===== config.mk =====
export PLATFORM = sky130hd
export DESIGN_NAME = zero_count_sequencer
export DESIGN_NICKNAME = d
export VERILOG_FILES = /design/src/rtl/zero_count_sequencer_pkg.sv /design/src/rtl/zero_count_sequencer.sv
export SDC_FILE = /design/constraint.sdc
export NUM_CORES = 1
export LEC_CHECK = 0
export BUFFER_PORTS_ARGS = -buffer_cell sky130_fd_sc_hd__buf_4
export CORE_ASPECT_RATIO = 0.5
export CORE_UTILIZATION = 40
export CTS_CLUSTER_DIAMETER = 50
export DETAILED_ROUTE_END_ITERATION = 10
export SLEW_MARGIN = 5
export SYNTH_ARGS = -nofsm -noshare
export SYNTH_HDL_FRONTEND = slang
export SYNTH_SLANG_ARGS = --single-unit
export TNS_END_PERCENT = 10

===== constraint.sdc =====
create_clock -name clk -period 2.38 [get_ports clk]
set_clock_uncertainty 0.05 [all_clocks]
set_input_delay 0.476 -clock clk [delete_from_list [all_inputs] [get_ports clk]]
set_output_delay 0.476 -clock clk [all_outputs]
set_load 0.03 [all_outputs]

===== src/rtl/zero_count_sequencer_pkg.sv =====
// ============================================================================
// Module      : zero_count_sequencer_pkg
// Description : Shared constants for the zero-count sequencer and its
//               companion serial 8-bit zero counter.
// Revision    : 1.0 - initial release
// ============================================================================
`default_nettype none

package zero_count_sequencer_pkg;

  // Zero counter interface widths
  localparam int CC_DATA_W  = 8;
  localparam int CC_COUNT_W = 4;

  // Nominal zero-counter latency, in cycles after the start cycle
  localparam int CC_LATENCY = 10;

  // Sequencer state encoding
  localparam int          c_state_w   = 2;
  localparam logic [1:0]  c_st_idle   = 2'd0;
  localparam logic [1:0]  c_st_issue  = 2'd1;
  localparam logic [1:0]  c_st_wait   = 2'd2;
  localparam logic [1:0]  c_st_out    = 2'd3;

endpackage

`default_nettype wire


===== src/rtl/zero_count_sequencer.sv =====
// ============================================================================
// Module      : zero_count_sequencer
// Description : Feeds a framed byte stream into the serial zero counter one
//               byte at a time, accumulates the per-byte zero counts, and
//               presents the frame total and byte count on a valid/ready
//               output.
// Revision    : 1.0 - initial release
// ============================================================================
`default_nettype none

module zero_count_sequencer
  import zero_count_sequencer_pkg::*;
#(
  parameter  int MAX_BYTES = 16,
  parameter  int TOTAL_W   = 8,
  parameter  int TIMEOUT   = 32,
  localparam int NB_W      = $clog2(MAX_BYTES + 1)
) (
  input  logic                  clk,
  input  logic                  rst_n,
  input  logic [CC_DATA_W-1:0]  in_byte,
  input  logic                  in_last,
  input  logic                  in_valid,
  output logic                  in_ready,
  output logic [CC_DATA_W-1:0]  cc_a,
  output logic                  cc_start,
  input  logic [CC_COUNT_W-1:0] cc_count,
  input  logic                  cc_done,
  output logic [TOTAL_W-1:0]    total,
  output logic [NB_W-1:0]       nbytes,
  output logic                  ovf,
  output logic                  err,
  output logic                  out_valid,
  input  logic                  out_ready
);

  localparam int              TMO_W      = $clog2(TIMEOUT + 1);
  localparam int              SUM_W      = TOTAL_W + 1;
  localparam logic [NB_W-1:0] c_max_nb   = NB_W'(MAX_BYTES);
  localparam logic [TMO_W-1:0] c_tmo_last = TMO_W'(TIMEOUT - 1);

  logic [c_state_w-1:0]  r_state;
  logic [CC_DATA_W-1:0]  r_cc_a;
  logic                  r_last;
  logic [TMO_W-1:0]      r_tmo;
  logic [TOTAL_W-1:0]    r_total;
  logic [NB_W-1:0]       r_nbytes;
  logic                  r_ovf;
  logic                  r_err;

  logic [SUM_W-1:0]      w_sum;
  logic [TOTAL_W-1:0]    w_total_sat;
  logic [c_state_w-1:0]  w_after_byte;

  // Saturating accumulate of the counter result; carry-out means overflow
  always_comb begin
    w_sum       = {1'b0, r_total} + SUM_W'(cc_count);
    w_total_sat = w_sum[TOTAL_W] ? {TOTAL_W{1'b1}} : w_sum[TOTAL_W-1:0];
    w_after_byte = r_last ? c_st_out : c_st_idle;
  end

  // Handshake and strobe outputs decode directly from the state register
  assign in_ready  = (r_state == c_st_idle);
  assign cc_start  = (r_state == c_st_issue);
  assign out_valid = (r_state == c_st_out);
  assign cc_a      = r_cc_a;
  assign total     = r_total;
  assign nbytes    = r_nbytes;
  assign ovf       = r_ovf;
  assign err       = r_err;

  // Frame sequencing: accept, issue, wait for the counter, report
  always_ff @(posedge clk or negedge rst_n) begin
    if (!rst_n) begin
      r_state  <= c_st_idle;
      r_cc_a   <= '0;
      r_last   <= 1'b0;
      r_tmo    <= '0;
      r_total  <= '0;
      r_nbytes <= '0;
      r_ovf    <= 1'b0;
      r_err    <= 1'b0;
    end else begin
      case (r_state)
        c_st_idle: begin
          if (in_valid) begin
            r_cc_a <= in_byte;
            r_last <= in_last;
            if (r_nbytes < c_max_nb) begin
              r_state <= c_st_issue;
            end else begin
              // Frame already full: byte is dropped, only the flag records it
              r_ovf <= 1'b1;
              if (in_last) begin
                r_state <= c_st_out;
              end
            end
          end
        end
        c_st_issue: begin
          // Counter's stale done is ignored here; it clears at this edge
          r_tmo   <= '0;
          r_state <= c_st_wait;
        end
        c_st_wait: begin
          if (cc_done) begin
            r_total  <= w_total_sat;
            r_nbytes <= r_nbytes + NB_W'(1);
            r_state  <= w_after_byte;
          end else if (r_tmo == c_tmo_last) begin
            r_err   <= 1'b1;
            r_state <= w_after_byte;
          end else begin
            r_tmo <= r_tmo + TMO_W'(1);
          end
        end
        c_st_out: begin
          if (out_ready) begin
            r_total  <= '0;
            r_nbytes <= '0;
            r_ovf    <= 1'b0;
            r_err    <= 1'b0;
            r_state  <= c_st_idle;
          end
        end
        default: r_state <= c_st_idle;
      endcase
    end
  end

endmodule

`default_nettype wire


# Yosys cells after proc, flatten, opt, wreduce, memory -nomap -nowiden
# Cells that the tools add are included.
[classes]
n_addsub = 3
multipliers = 0
div = 0
order_cmp = 1
eq_ne = 13
shifts = 0
n_mux = 25
bitwise_logic = 0
n_reduce_logical = 10
[ops]
columns = ["cell", "n"]
rows = [
  ["$mux 8", 3],
  ["$pmux 8 s2", 1],
  ["$mux 2", 7],
  ["$mux 6", 2],
  ["$ne 2x2->1 const B", 6],
  ["$pmux 6 s2", 1],
  ["$reduce_and 4->1", 3],
  ["$mux 5", 2],
  ["$pmux 5 s2", 1],
  ["$add 8x4->9", 1],
  ["$pmux 2 s4", 1],
  ["$add 6x1->6 const B", 1],
  ["$eq 6x5->1 const B", 1],
  ["$reduce_and 3->1", 2],
  ["$reduce_bool 2->1", 3],
  ["$add 5x1->5 const B", 1],
  ["$lt 5x5->1 const B", 1],
  ["$mux 1", 5],
  ["$eq 2x2->1 const B", 2],
  ["$pmux 1 s2", 2],
  ["$ne 3x2->1 const B", 1],
  ["$ne 3x3->1 const B", 1],
  ["$eq 2x1->1 const B", 1],
  ["$logic_not 2->1", 1],
  ["other kinds (2)", 2],
]
[totals]
register_bits = 32
latch_bits = 0
ramBits = 0
mem_bits_ro = 0
input_bits = 18
out_inout_bits = 26
n_memories = 0

# Depth between registers and ports, before layout
# Gate-level depths: netlist (run 1).
[depth]
ltp_word = 4
ltp_mapped = 7
depth_no_buf = 6

# Least setup slack after synthesis (run 1)
# OpenSTA, ideal clock, no wires.
[synth_timing]
path_type = "reg2reg"
startpoint = "register r_total[0], in the netlist total[0]"
endpoint = "register r_total[2], in the netlist total[2]"
arrival_time_ps = 1821
slack_ps = 388
stages_incl_launch_ff = 7
path_buffers = 0
cell_sequence = "dfrtp_1 > ha_1 > fa_1 > a211o_1 > and3_1 > o21ai_0 > nand2_1"
[synth_via]
elab_chain_len = 4
[synth_lines]
columns = ["item", "line", "text"]
rows = [
  ["start, declared", "zero_count_sequencer.sv:46", "logic [TOTAL_W-1:0] r_total;"],
  ["start signal, assigned", "zero_count_sequencer.sv:107", "r_total <= w_total_sat;"],
  ["$add 8x4->9", "zero_count_sequencer.sv:57", "w_sum = {1'b0, r_total} + SUM_W'(cc_count);"],
  ["$mux 8", "zero_count_sequencer.sv:58", "w_total_sat = w_sum[TOTAL_W] ? {TOTAL_W{1'b1}} : w_sum[TOTAL_W-1:0];"],
  ["$mux 8", "zero_count_sequencer.sv:106", "if (cc_done) begin"],
  ["$pmux 8 s2", "zero_count_sequencer.sv:84", "case (r_state)"],
]
# Every way passes these cells. The select of a mux whose other input is x is not followed.
# A chain may end at the register's enable or synchronous reset.

# Worst setup path after layout (run 1)
[layout_timing]
startpoint = "register r_total[0], in the netlist total[0]"
endpoint = "register r_total[3], in the netlist total[3]"
# The elaborated chain is that of the path after synthesis.

==> flow_summary.ini, run 1 <==
[layout]
layout-area-overhead-vs-synth_pct = 25.6
stdcell_area_mm2 = 0.00228
fillers = 406
ff_latch_area_um2 = 801
diodes = 0
multi_input_area_um2 = 962
fin_nets = 251
fin_cells = 276
drive_gt1_frac = 0.302

[clock_network]
clock_sinks = 32
cts_setup_buffers = 0
cts_max_level = 2
clk_pin_slew_ps = 70
cts-buffers-inserted = 5
cts-root-buf = clkbuf_8
max-clock-path-buffers = 2
cts_tree = yes
clock_latency_ps = 290
cts-resized-gates = 0
postCtsHoldBufs = 0

[global_routing]
grt_max_degree = 33
grt_pass1_vias = 1492
antenna_found_initial = 0
overflow = 0
grtUsageTotal = 0.180
grt_pass1_wl_mm = 6.78

[synth]
ys_warn_count = 0
synth-async-reset-ratio = 1.00
ys_ff_latch = 32
synth-main-ff-cell = dfrtp_1
yosysSeqAreaShare = 0.441
synthDistinctLibCells = 49
syn-num-nets = 205
synth_area_mm2 = 0.00182
synthCells = 175
synth_edf_count = 0
syn-mean-instance-area_um2 = 10.4

[floorplanning]
die_h_um = 49.6
dieWidth_um = 97.3
core_area_mm2 = 0.00412
start_util = 0.440
die_area_mm2 = 0.00483
num_rows = 16
io_pins = 44

[sta]
max_clock_freq_mhz = 520
tns_ps = 0
hold_violations = 0
setup_viol = 0
setup_ws_ps = 457
period_needed_ps = 1920
rsz0062_at_grt = no
finalCritPeriodShare = 0.808
worstMarginPinSlew_ps = 424
max_slew_margin = 0.717
drv_slew = 0

[worst_setup_path]
crit_buf_inv = 0
critical_path.cell_chain = ha_1 > fa_1 > a211o_1 > and3_1 > nand2_1 > o311ai_0
critical_path_peak_fanout = 4
crit_path_top_delay_cell = fa_1
worstPathArrival_ps = 2020
critPathTopFamily = adder cells
cp.required_ps = 2480
worstSetupStartpointType = flop
cp-end-kind = flop
path_class = reg2reg
cp_slowest_stage_delay_ps = 420
reg2reg_slack_ps = 460

[detailed_routing]
drt_first_pass_iters = 4
drtIter0Drc = 22
routedWlPerCell_um = 14.2
ant_nets = 0
vias_per_cell = 5.46
vias = 1508
totalWireLength_mm = 3.93
drcViolationCount = 0

[placement]
dp.cells = 268
io_buffers = 43
post-place-ws_ps = 227
placed_area_mm2 = 0.00219
gp_congestion = 0.835
place_hpwl_mm = 2.89

[outcome]
status = finished, final reports clean

[worst_hold_path]
hp-class = in2async

[pwr]
p_per_area_mw_per_mm2 = 1290
vdd_drop_max_uv = 655
p_leak_nw = 1.11
p_total_mw = 2.94

[run]
cap_viol_max_count = 0
[layout make-up]
cell class / instances / area share
multi-input combinational: 131 / 0.422
sequential: 32 / 0.351
timing repair buffer: 45 / 0.148
clock buffer: 8 / 0.0395
tap: 54 / 0.0296
inverter: 6 / 0.00987
[registers in the layout, summed over array words and instances, names as in the netlist]
name and count:
cc_a 8, err 1, nbytes 5, ovf 1
r_last 1, r_state 2, r_tmo 6, total 8
[worst paths after layout]
kind,from,cells after the start,end
setup / recovery,total[0]$_DFFE_PN0P_,6,total[3]$_DFFE_PN0P_
hold / removal,rst_n,1,r_state[0]$_DFFE_PN0P_
setup reg to reg,total[0]$_DFFE_PN0P_,6,total[3]$_DFFE_PN0P_
hold reg to reg,cc_a[4]$_DFFE_PN0P_,1,cc_a[4]$_DFFE_PN0P_
max in group asynchronous,rst_n,1,nbytes[2]$_DFFE_PN0P_
min in group clk,in_byte[0],2,cc_a[0]$_DFFE_PN0P_
[stage by stage]
step	util	hold slack (ps)
final	0.553	73.9
after global routing	0.553	105
after CTS	0.553	81.7
after detailed placement	0.531	398
after global placement	0.531	398
after floorplan	-	130
[placed cells by master (no fill, tap or decap), drive strengths merged, types with 3 or more instances in the layout]
master,n
a22o,3
clkbuf,8
nand2,24
dfrtp,32
inv,6
buf,45
nor2,5
ha,11
a21o,3
nor4,3
o21ai,12
mux2,9
nand3,5
a21oi,11
and3,4
[worst reg2reg max path, stage by stage, from the launching register on]
cell and delay [ps]:
dfrtp_1 390, ha_1 210, fa_1 420, a211o_1 320, and3_1 180, nand2_1 90, o311ai_0 120
[cell families (layout without fill, tap and decap cells)]
kind of cell | count (synthesis) | after routing | synth area share
AND/OR/NAND/NOR | 51 | 51 | 0.137
buffers and inverters | 12 | 59 | 0.0289
XOR/XNOR | 1 | 1 | 0.00483
adder cells (fa/ha/maj) | 12 | 12 | 0.0868
flip-flops | 32 | 32 | 0.441
AO/OA/AOI/OAI | 56 | 56 | 0.234
multiplexers | 11 | 11 | 0.0669
[per-layer routing]
layer | vias to the layer above | track usage | wire length [um]
li1 | 745 | - | -
met1 | 720 | 0.218 | 1910
met2 | 35 | 0.305 | 1760
met3 | 8 | 0.0482 | 190
met4 | 0 | 0.0809 | 70
met5 | - | 0 | 0
[power by group]
group	total (mW)	internal [mW]	switching (mW)
Clock	0.438	0.236	0.202
Combinational	1.61	0.650	0.955
Sequential	0.896	0.735	0.161
Total	2.94	1.62	1.32
[cell usage after synthesis (all sizes together) (2+ instances only)]
| cell type | n | area (um2) |
|---|---|---|
| dfrtp | 32 | 801 |
| nand2 | 24 | 90.1 |
| o21ai | 12 | 60.1 |
| a21oi | 11 | 55.1 |
| ha | 11 | 138 |
| mux2 | 9 | 101 |
| inv | 6 | 22.5 |
| buf | 5 | 25.0 |
| nand3 | 5 | 25.0 |
| nor2 | 5 | 18.8 |
| and3 | 4 | 25.0 |
| a21o | 3 | 22.5 |
| a22o | 3 | 26.3 |
| nor4 | 3 | 18.8 |
| a221o | 2 | 20.0 |
| a2bb2oi | 2 | 23.8 |
| a31o | 2 | 17.5 |
| mux2i | 2 | 20.0 |
| nand4 | 2 | 18.8 |
| nor2b | 2 | 12.5 |
| nor3 | 2 | 10.0 |
| o211ai | 2 | 15.0 |
| o21bai | 2 | 15.0 |
| o311a | 2 | 21.3 |
| o311ai | 2 | 17.5 |
No activity file was read; power rests on OpenSTA's default activity.
==> run 2, diff against run 1 <==
==> constraint.sdc (replaced) <==
create_clock -name clk -period 2 [get_ports clk]
set_clock_uncertainty 0.05 [all_clocks]
set_input_delay 0.4 -clock clk [delete_from_list [all_inputs] [get_ports clk]]
set_output_delay 0.4 -clock clk [all_outputs]
set_load 0.03 [all_outputs]
==> run 2 against run 1 <==
Sequential power grew 18%. Count of clock-buffer cells in the layout decreased by 2. Sequential cell count stayed put. Critical path type unchanged. Largest cell class unchanged.
==> flow_summary.ini, run 2 (synthesis gave the netlist of run 1 again) <==
[layout]
fin_nets = 256
final_common_cell = buf_4
diodes = 0
drive_gt1_frac = 0.330
final_cell_mix = 50 x buf_4, 32 x dfrtp_1, 24 x nand2_1
layout-area-overhead-vs-synth_pct = 28.0
fin_cells = 281

[pwr]
p_per_area_mw_per_mm2 = 1540
p_leak_nw = 1.14
vdd_drop_max_uv = 832
p_total_mw = 3.57

[worst_setup_path]
cp-end-kind = flop
cp.required_ps = 2150
rr_startpoint = r_state[0]$_DFFE_PN0P_
worstPathArrival_ps = 2040
reg2reg_slack_ps = 120
r2r-end = r_tmo[3]$_DFFE_PN0P_
worstSetupStartpointType = flop
path_class = reg2reg
r2r_cells = 6
critical_path_peak_fanout = 10

[sta]
period_needed_ps = 1880
rsz0062_at_grt = no
max_slew_margin = 0.716
finalCritPeriodShare = 0.942
setup_viol = 0
drv_slew = 0
max_clock_freq_mhz = 531
whs_ps = 2.36
hold_violations = 0
worstMarginPinSlew_ps = 427

[global_routing]
grt_pass1_wl_mm = 6.98
overflow = 0
grt_max_degree = 33
grtUsageTotal = 0.179
antenna_found_initial = 0
grt_pass1_vias = 1513

[outcome]
status = finished, final reports clean

[worst_hold_path]
hp-class = in2async

[placement]
place_hpwl_mm = 2.85
dp.cells = 273
gp_congestion = 0.777
io_buffers = 43

[floorplanning]
start_util = 0.440
die_h_um = 49.6
num_rows = 16
die_area_mm2 = 0.00483
core_area_mm2 = 0.00412
io_pins = 44
dieWidth_um = 97.3

[detailed_routing]
drcViolationCount = 0
routedWlPerCell_um = 14.1
drt_first_pass_iters = 4
drtIter0Drc = 85
vias_per_cell = 5.54
ant_nets = 0
vias = 1556
totalWireLength_mm = 3.97

[clock_network]
max-clock-path-buffers = 2
cts-buffers-inserted = 5
postCtsHoldBufs = 0
cts_max_level = 2
cts_setup_buffers = 0
cts-root-buf = clkbuf_8
cts_tree = yes
cts-resized-gates = 0
clk_pin_slew_ps = 70
clock_latency_ps = 280
clock_sinks = 32

[run]
cap_viol_max_count = 0
==> run 2: cell types whose count changed in the layout (fill, tap and decap cells not counted), sizes merged <==
cell	delta
clkinv	+2
clkbuf	-2
buf	+5
==> run 2: final cells by class <==
type	count	area, um2
fillers	355	1800
multi-input cells	131	965
flip-flops and latches	32	801
repair buffers	50	375
clock buffers	6	82.6
well taps	54	67.6
inverters	6	22.5
clock inverters	2	10.0
==> run 2: worst max-delay path, stage by stage (launching register included) <==
cell	delay, ps
dfrtp_1	440
inv_1	130
ha_1	240
buf_4	220
inv_1	120
or3_2	460
o21bai_1	160
==> run 2: per-layer routing <==
metal,up-vias,wire [um],global-route usage
met3,2,213,0.0482
li1,752,-,-
met1,749,1880,0.231
met5,-,0,0
met2,53,1860,0.305
met4,0,22,0.0392
==> run 2: worst max-delay path by stage <==
stage | startpoint | end
CTS | total[0]$_DFFE_PN0P_ | total[3]$_DFFE_PN0P_
global placement | cc_count[0] | total[3]$_DFFE_PN0P_
finish | r_state[0]$_DFFE_PN0P_ | r_tmo[3]$_DFFE_PN0P_
floorplan | total[0]$_DFFE_PN0P_ | total[2]$_DFFE_PN0P_
detailed placement | cc_count[0] | total[3]$_DFFE_PN0P_
global route | total[0]$_DFFE_PN0P_ | total[2]$_DFFE_PN0P_
==> run 2: stage by stage <==
stage / setup WS (ps) / area, um2 / TNS [ps] / util
after floorplan: 8.47 / 1820 / 0 / -
after global placement: -45.1 / 2230 / -139 / 0.540
after detailed placement: -87.5 / 2230 / -325 / 0.540
after CTS: 48.3 / 2320 / 0 / 0.563
after global routing: 6.69 / 2320 / 0 / 0.563
final: 115 / 2320 / 0 / 0.563
==> run 2: report_power, final <==
part	leakage [nW]	total, mW	internal (mW)	switching [mW]
sequential	0.401	1.06	0.874	0.191
clock	0.0510	0.527	0.275	0.252
combinational	0.688	1.98	0.834	1.15
